<file path="config.mk">
export PLATFORM = sky130hd
export DESIGN_NAME = apb_master_bridge
export DESIGN_NICKNAME = d
export VERILOG_FILES = /design/src/rtl/apb_pkg.sv /design/src/rtl/apb_master_bridge.sv
export SDC_FILE = /design/constraint.sdc
export NUM_CORES = 1
export LEC_CHECK = 0
export CORE_UTILIZATION = 35
export DETAILED_ROUTE_END_ITERATION = 8
export GPL_ROUTABILITY_DRIVEN = 1
export PLACE_DENSITY = 0.78
export SLEW_MARGIN = 25
export SYNTH_ARGS = -nofsm -noshare
export SYNTH_HDL_FRONTEND = slang
export SYNTH_SLANG_ARGS = --single-unit
</file>
<file path="constraint.sdc">
create_clock -name Pclk -period 1.7 [get_ports Pclk]
set_input_delay 0.34 -clock Pclk [delete_from_list [all_inputs] [get_ports Pclk]]
set_output_delay 0.34 -clock Pclk [all_outputs]
set_load 0.01 [all_outputs]
</file>
<file path="src/rtl/apb_pkg.sv">
// rtl/apb_pkg.sv - shared types and width helpers for the APB master bridge
package apb_pkg;

    typedef enum logic [1:0] {
        IDLE   = 2'd0,
        SETUP  = 2'd1,
        ACCESS = 2'd2
    } apb_state_e;

    localparam int DEFAULT_ADD_WIDTH = 9;
    localparam int DEFAULT_WIDTH     = 32;
    localparam int DEFAULT_SEL_BIT   = DEFAULT_ADD_WIDTH - 1;

    // The address MSB picks the responder; everything below it is the word address.
    function automatic int sel_bit(input int add_width);
        return add_width - 1;
    endfunction

    function automatic int strb_width(input int width);
        return width / 8;
    endfunction

endpackage

</file>
<file path="src/rtl/apb_master_bridge.sv">
// rtl/apb_master_bridge.sv - command/response to APB requester for two responders
module apb_master_bridge
    import apb_pkg::*;
#(
    parameter int ADD_WIDTH = 9,
    parameter int WIDTH     = 32,
    parameter int TIMEOUT   = 16
) (
    input  logic                        Pclk,
    input  logic                        Presetn,
    input  logic                        cmd_valid,
    output logic                        cmd_ready,
    input  logic                        cmd_write,
    input  logic [ADD_WIDTH-1:0]        cmd_addr,
    input  logic [WIDTH-1:0]            cmd_wdata,
    input  logic [strb_width(WIDTH)-1:0] cmd_strb,
    output logic                        rsp_valid,
    output logic [WIDTH-1:0]            rsp_rdata,
    output logic                        rsp_err,
    output logic                        Psel1,
    output logic                        Psel2,
    output logic                        Penable,
    output logic                        Pwrite,
    output logic [ADD_WIDTH-2:0]        Paddr,
    output logic [WIDTH-1:0]            Pwdata,
    output logic [strb_width(WIDTH)-1:0] Pstrb,
    input  logic [WIDTH-1:0]            Prdata1,
    input  logic [WIDTH-1:0]            Prdata2,
    input  logic                        Pready1,
    input  logic                        Pready2
);

    localparam int SEL = sel_bit(ADD_WIDTH);
    localparam int SW  = strb_width(WIDTH);
    localparam int CW  = $clog2(TIMEOUT) + 1;
    localparam logic [CW-1:0] CNT_LAST = CW'(TIMEOUT - 1);
    localparam logic [CW-1:0] CNT_MAX  = {CW{1'b1}};

    apb_state_e       state_q, state_d;
    logic             psel1_q, psel1_d;
    logic             psel2_q, psel2_d;
    logic             penable_q, penable_d;
    logic             pwrite_q, pwrite_d;
    logic [SEL-1:0]   paddr_q, paddr_d;
    logic [WIDTH-1:0] pwdata_q, pwdata_d;
    logic [SW-1:0]    pstrb_q, pstrb_d;
    logic             rsp_valid_q, rsp_valid_d;
    logic [WIDTH-1:0] rsp_rdata_q, rsp_rdata_d;
    logic             rsp_err_q, rsp_err_d;
    logic [CW-1:0]    wait_cnt_q, wait_cnt_d;

    logic             sel_ready;
    logic [WIDTH-1:0] sel_rdata;

    // Only the selected responder is listened to; the other one's Pready is ignored.
    assign sel_ready = psel2_q ? Pready2 : Pready1;
    assign sel_rdata = psel2_q ? Prdata2 : Prdata1;

    assign cmd_ready = (state_q == IDLE) && Presetn;

    always_comb begin
        state_d     = state_q;
        psel1_d     = psel1_q;
        psel2_d     = psel2_q;
        penable_d   = penable_q;
        pwrite_d    = pwrite_q;
        paddr_d     = paddr_q;
        pwdata_d    = pwdata_q;
        pstrb_d     = pstrb_q;
        wait_cnt_d  = wait_cnt_q;
        rsp_valid_d = 1'b0;
        rsp_rdata_d = '0;
        rsp_err_d   = 1'b0;

        case (state_q)
            IDLE: begin
                if (cmd_valid) begin
                    state_d   = SETUP;
                    psel1_d   = ~cmd_addr[SEL];
                    psel2_d   = cmd_addr[SEL];
                    penable_d = 1'b0;
                    paddr_d   = cmd_addr[SEL-1:0];
                    pwrite_d  = cmd_write;
                    pwdata_d  = cmd_wdata;
                    pstrb_d   = cmd_write ? cmd_strb : '0;
                end
            end
            SETUP: begin
                state_d    = ACCESS;
                penable_d  = 1'b1;
                wait_cnt_d = '0;
            end
            ACCESS: begin
                // A responder that becomes ready on the last allowed cycle still completes cleanly.
                if (sel_ready) begin
                    state_d     = IDLE;
                    psel1_d     = 1'b0;
                    psel2_d     = 1'b0;
                    penable_d   = 1'b0;
                    rsp_valid_d = 1'b1;
                    rsp_rdata_d = pwrite_q ? '0 : sel_rdata;
                end else if (wait_cnt_q >= CNT_LAST) begin
                    state_d     = IDLE;
                    psel1_d     = 1'b0;
                    psel2_d     = 1'b0;
                    penable_d   = 1'b0;
                    rsp_valid_d = 1'b1;
                    rsp_err_d   = 1'b1;
                end else if (wait_cnt_q != CNT_MAX) begin
                    wait_cnt_d = wait_cnt_q + CW'(1);
                end
            end
            default: begin
                state_d   = IDLE;
                psel1_d   = 1'b0;
                psel2_d   = 1'b0;
                penable_d = 1'b0;
            end
        endcase
    end

    always_ff @(posedge Pclk or negedge Presetn) begin
        if (!Presetn) begin
            state_q     <= IDLE;
            psel1_q     <= 1'b0;
            psel2_q     <= 1'b0;
            penable_q   <= 1'b0;
            pwrite_q    <= 1'b0;
            paddr_q     <= '0;
            pwdata_q    <= '0;
            pstrb_q     <= '0;
            rsp_valid_q <= 1'b0;
            rsp_rdata_q <= '0;
            rsp_err_q   <= 1'b0;
            wait_cnt_q  <= '0;
        end else begin
            state_q     <= state_d;
            psel1_q     <= psel1_d;
            psel2_q     <= psel2_d;
            penable_q   <= penable_d;
            pwrite_q    <= pwrite_d;
            paddr_q     <= paddr_d;
            pwdata_q    <= pwdata_d;
            pstrb_q     <= pstrb_d;
            rsp_valid_q <= rsp_valid_d;
            rsp_rdata_q <= rsp_rdata_d;
            rsp_err_q   <= rsp_err_d;
            wait_cnt_q  <= wait_cnt_d;
        end
    end

    assign Psel1     = psel1_q;
    assign Psel2     = psel2_q;
    assign Penable   = penable_q;
    assign Pwrite    = pwrite_q;
    assign Paddr     = paddr_q;
    assign Pwdata    = pwdata_q;
    assign Pstrb     = pstrb_q;
    assign rsp_valid = rsp_valid_q;
    assign rsp_rdata = rsp_rdata_q;
    assign rsp_err   = rsp_err_q;

endmodule

</file>
==> impl_metrics.xml <==
<?xml version="1.0" encoding="UTF-8"?>
<metrics>
  <group name="drt">
    <metric name="detail_route.iter0.violations" unit="">65</metric>
    <metric name="detail_route.wirelength" unit="um">10100</metric>
    <metric name="average_wire_per_cell_in_the_routed_design" unit="um">14.4</metric>
    <metric name="detail-route-antenna-nets" unit="">0</metric>
    <metric name="avgViaCountPerCell" unit="">4.51</metric>
    <metric name="dr_total_vias" unit="">3146</metric>
    <metric name="detail_route.first_pass.iterations" unit="">4</metric>
    <metric name="drcViolationCount" unit="">0</metric>
  </group>
  <group name="clocking">
    <metric name="holdBufCountCts" unit="">0</metric>
    <metric name="clock_tree.htree_level_count" unit="">3</metric>
    <metric name="tritoncts" unit="">yes</metric>
    <metric name="tritoncts.num_buffers" unit="">9</metric>
    <metric name="clk-insertion-delay-late" unit="ns">0.34</metric>
    <metric name="clk_transition_reported_paths" unit="ns">0.08</metric>
    <metric name="clockBufferDepth" unit="">2</metric>
    <metric name="cts_sinks" unit="">88</metric>
    <metric name="cts_root_buffer" unit="">sky130_fd_sc_hd__clkbuf_8</metric>
  </group>
  <group name="placed_design">
    <metric name="placedCellCount" unit="">679</metric>
    <metric name="detailedPlacementHpwl" unit="um">7690</metric>
    <metric name="global_placement_routability_congestion" unit="">0.836</metric>
    <metric name="io_buffer_count" unit="">197</metric>
    <metric name="dpl-instance-area" unit="mm^2">0.00574</metric>
  </group>
  <group name="global_route">
    <metric name="grt_pass1_wl" unit="um">15400</metric>
    <metric name="use_met3" unit="">0.0603</metric>
    <metric name="antenna_found_initial" unit="">0</metric>
    <metric name="grt_remaining_overflow" unit="">0</metric>
    <metric name="groute.layer.met2.usage" unit="">0.346</metric>
    <metric name="grt_usage" unit="">0.195</metric>
    <metric name="grt_pass1_vias" unit="">3288</metric>
    <metric name="grt-busiest-layer" unit="">met2</metric>
    <metric name="grt_start_max_net_pins" unit="">57</metric>
    <metric name="grt_util_met1" unit="">0.217</metric>
  </group>
  <group name="logic_synthesis">
    <metric name="syn_area" unit="mm^2">0.00354</metric>
    <metric name="synthCells" unit="">349</metric>
    <metric name="ys_seq_elements" unit="">88</metric>
    <metric name="synth_enable_flop_cells" unit="">0</metric>
    <metric name="postSynth.topFlopCell" unit="">sky130_fd_sc_hd__dfrtp_1</metric>
    <metric name="synth_top_cell_area_share" unit="">0.622</metric>
    <metric name="synth_area_per_cell" unit="um^2">10.1</metric>
    <metric name="synth.yosys.warnings" unit="">0</metric>
    <metric name="post_synth_num_cell_types" unit="">29</metric>
    <metric name="synth_async_sr_flop_share" unit="">1.00</metric>
    <metric name="mappedNetlistNets" unit="">467</metric>
    <metric name="sequential_element_share_of_the_synthesized_area" unit="">0.622</metric>
    <metric name="yosysTopAreaCell" unit="">sky130_fd_sc_hd__dfrtp_1</metric>
    <metric name="synth_common_cells" unit="">136 x sky130_fd_sc_hd__nand2_1, 88 x sky130_fd_sc_hd__dfrtp_1, 36 x sky130_fd_sc_hd__nor2_1</metric>
    <metric name="yosys-top-cells-area" unit="">sky130_fd_sc_hd__dfrtp_1 62%, sky130_fd_sc_hd__nand2_1 14%, sky130_fd_sc_hd__mux2i_1 9.3%</metric>
    <metric name="dominant_cell_by_count_in_the_synthesized_netlist" unit="">sky130_fd_sc_hd__nand2_1</metric>
  </group>
  <group name="timing">
    <metric name="layout_min_cycle_time" unit="ns">1.70</metric>
    <metric name="setup-tns-final" unit="ns">0</metric>
    <metric name="timing.max_slew.rel_slack" unit="">0.536</metric>
    <metric name="setup_viol" unit="">0</metric>
    <metric name="report.final.hold_viol_count" unit="">0</metric>
    <metric name="period_utilization" unit="">1.00</metric>
    <metric name="worst_slew_pin_slew" unit="ns">0.696</metric>
    <metric name="grt_setup_unrepaired" unit="">yes</metric>
    <metric name="final.setup_skew" unit="ns">0.00884</metric>
    <metric name="slew_violations" unit="">0</metric>
    <metric name="max_clock_freq" unit="MHz">588</metric>
  </group>
  <group name="worst_setup_path">
    <metric name="timing.critical_path.arrival" unit="ns">1.92</metric>
    <metric name="worst-endpoint-required" unit="ns">1.92</metric>
    <metric name="worstSetupStartpointType" unit="">flop</metric>
    <metric name="crit_path_end_kind" unit="">flop</metric>
    <metric name="crit_fanout" unit="">4</metric>
    <metric name="timing.setup.critical_path_class" unit="">reg -&gt; reg</metric>
  </group>
  <group name="floorplanning">
    <metric name="die_area" unit="mm^2">0.0105</metric>
    <metric name="die_h" unit="um">103</metric>
    <metric name="core_region_area" unit="mm^2">0.00977</metric>
    <metric name="die_x" unit="um">103</metric>
    <metric name="initial_utilization" unit="">0.362</metric>
    <metric name="rows" unit="">36</metric>
    <metric name="ios" unit="">198</metric>
  </group>
  <group name="power_and_ir_drop">
    <metric name="cell_area_power_density" unit="mW/mm^2">1390</metric>
    <metric name="switching_share" unit="">0.330</metric>
    <metric name="sequentialPowerShare" unit="">0.374</metric>
    <metric name="static-leakage-power" unit="nW">2.82</metric>
    <metric name="power.ir.vdd_worst" unit="mV">0.859</metric>
    <metric name="share_clk_of_total_power" unit="">0.188</metric>
    <metric name="power.switching" unit="W">0.00277</metric>
    <metric name="cell_internal_pwr" unit="W">0.00563</metric>
    <metric name="pwr-share-comb" unit="">0.439</metric>
  </group>
  <group name="cells_and_area">
    <metric name="fill_cells" unit="">832</metric>
    <metric name="final_std_cells_w_o_fill" unit="">697</metric>
    <metric name="flow.area_growth_from_synthesis" unit="%">70.6</metric>
    <metric name="multi_input_area" unit="mm^2">0.00129</metric>
    <metric name="area.sequential" unit="mm^2">0.00220</metric>
    <metric name="num_antenna_cells" unit="">0</metric>
    <metric name="final_net_count" unit="">678</metric>
    <metric name="design_area" unit="mm^2">0.00604</metric>
    <metric name="drive_above_1_share" unit="">0.0904</metric>
  </group>
  <group name="hold_path">
    <metric name="min_path_type" unit="">in -&gt; async</metric>
  </group>
  <group name="flow_run">
    <metric name="max_cap_violations" unit="">0</metric>
  </group>
  <group name="status">
    <metric name="run_status" unit="">finished clean</metric>
  </group>
</metrics>
registers in the layout, indices dropped and copies added (netlist names):
name,count
Pwrite,1
rsp_rdata,32
state_q,2
Paddr,8
Pstrb,4
wait_cnt_q,5
Psel1,1
rsp_valid,1
rsp_err,1
Pwdata,32
Psel2,1
layer usage:
metal / up-vias / routed length, um
met5: - / 0
met4: 0 / 181
met3: 16 / 612
met2: 106 / 5370
met1: 1491 / 3910
li1: 1533 / -
repair_timing:
action / CTS / global route
pin swaps: 6 / 5
resized for setup: 12 / 8
buffers inserted: 1 / 2
endpoints found under the setup margin: 7 / 7
placed cells by master (no fill, tap or decap), types with 4 or more instances in the layout:
cell / netlist / final
sky130_fd_sc_hd__clkdlybuf4s50_1: 0 / 192
sky130_fd_sc_hd__nand2_1: 136 / 136
sky130_fd_sc_hd__dfrtp_1: 88 / 87
sky130_fd_sc_hd__mux2i_1: 33 / 33
sky130_fd_sc_hd__nor2_1: 36 / 33
sky130_fd_sc_hd__buf_4: 0 / 17
sky130_fd_sc_hd__clkbuf_8: 0 / 10
sky130_fd_sc_hd__nand3_1: 6 / 6
sky130_fd_sc_hd__inv_1: 4 / 4
power groups by stage:
stage / Clock, W / Combinational (W) / Sequential [W]
finish: 0.00158 / 0.00369 / 0.00314
global route: 0.00172 / 0.00401 / 0.00323
CTS: 0.00162 / 0.00370 / 0.00314
detailed placement: 0 / 0.00368 / 0.00317
global placement: 0 / 0.00359 / 0.00314
floorplan: 0 / 0.00126 / 0.00345
path summary, 6_finish.rpt:
kind                                      startpoint                         to  slack (ns)  cells past startpoint
min reg2reg                     Pstrb[3]$_DFFE_PN0P_       Pstrb[3]$_DFFE_PN0P_        0.47                      2
max reg2reg                wait_cnt_q[0]$_DFFE_PN0P_  wait_cnt_q[0]$_DFFE_PN0P_      0.0007                      7
max                        wait_cnt_q[0]$_DFFE_PN0P_  wait_cnt_q[0]$_DFFE_PN0P_      0.0007                      7
min in group Pclk               Pstrb[3]$_DFFE_PN0P_       Pstrb[3]$_DFFE_PN0P_        0.47                      2
max in group asynchronous                    Presetn    rsp_rdata[22]$_DFF_PN0_        0.67                      3
min                                          Presetn       Paddr[4]$_DFFE_PN0P_        0.14                      2
through the flow:
stage / total power [W] / hold WS (ns) / setup slack, ns / util
finish: 0.00840 / 0.139 / 0.000692 / 0.618
global route: 0.00896 / 0.184 / -0.0597 / 0.618
CTS: 0.00846 / 0.150 / 0.00335 / 0.614
detailed placement: 0.00684 / 0.458 / -0.166 / 0.587
global placement: 0.00672 / 0.451 / -0.0558 / 0.587
floorplan: 0.00471 / 0.0444 / 0.00959 / -
final cells by class:
type	instances	share of cell area
Sequential cell	88	0.365
Tap cell	133	0.0276
Timing Repair Buffer	216	0.355
Clock inverter	5	0.0135
Multi-Input combinational cell	240	0.213
Clock buffer	10	0.0228
Inverter	5	0.00311
cells by family (layout without fill, tap and decap cells):
group	after synthesis	count (layout)	share of synthesized area
compound gates	16	16	0.0304
fa+ha+maj	3	3	0.0106
buf+inv	21	236	0.0325
flops	88	88	0.622
mux	34	34	0.0972
simple gates	187	187	0.207
critical path, stage by stage, from the launching register on:
cell and delay (ns):
sky130_fd_sc_hd__dfrtp_1 0.39, sky130_fd_sc_hd__ha_2 0.19, sky130_fd_sc_hd__and3_4 0.20, sky130_fd_sc_hd__ha_4 0.17
sky130_fd_sc_hd__nor2_2 0.09, sky130_fd_sc_hd__nand4_1 0.19, sky130_fd_sc_hd__o211ai_1 0.28, sky130_fd_sc_hd__o21ai_2 0.08
No activity file was read; power rests on OpenSTA's default activity.
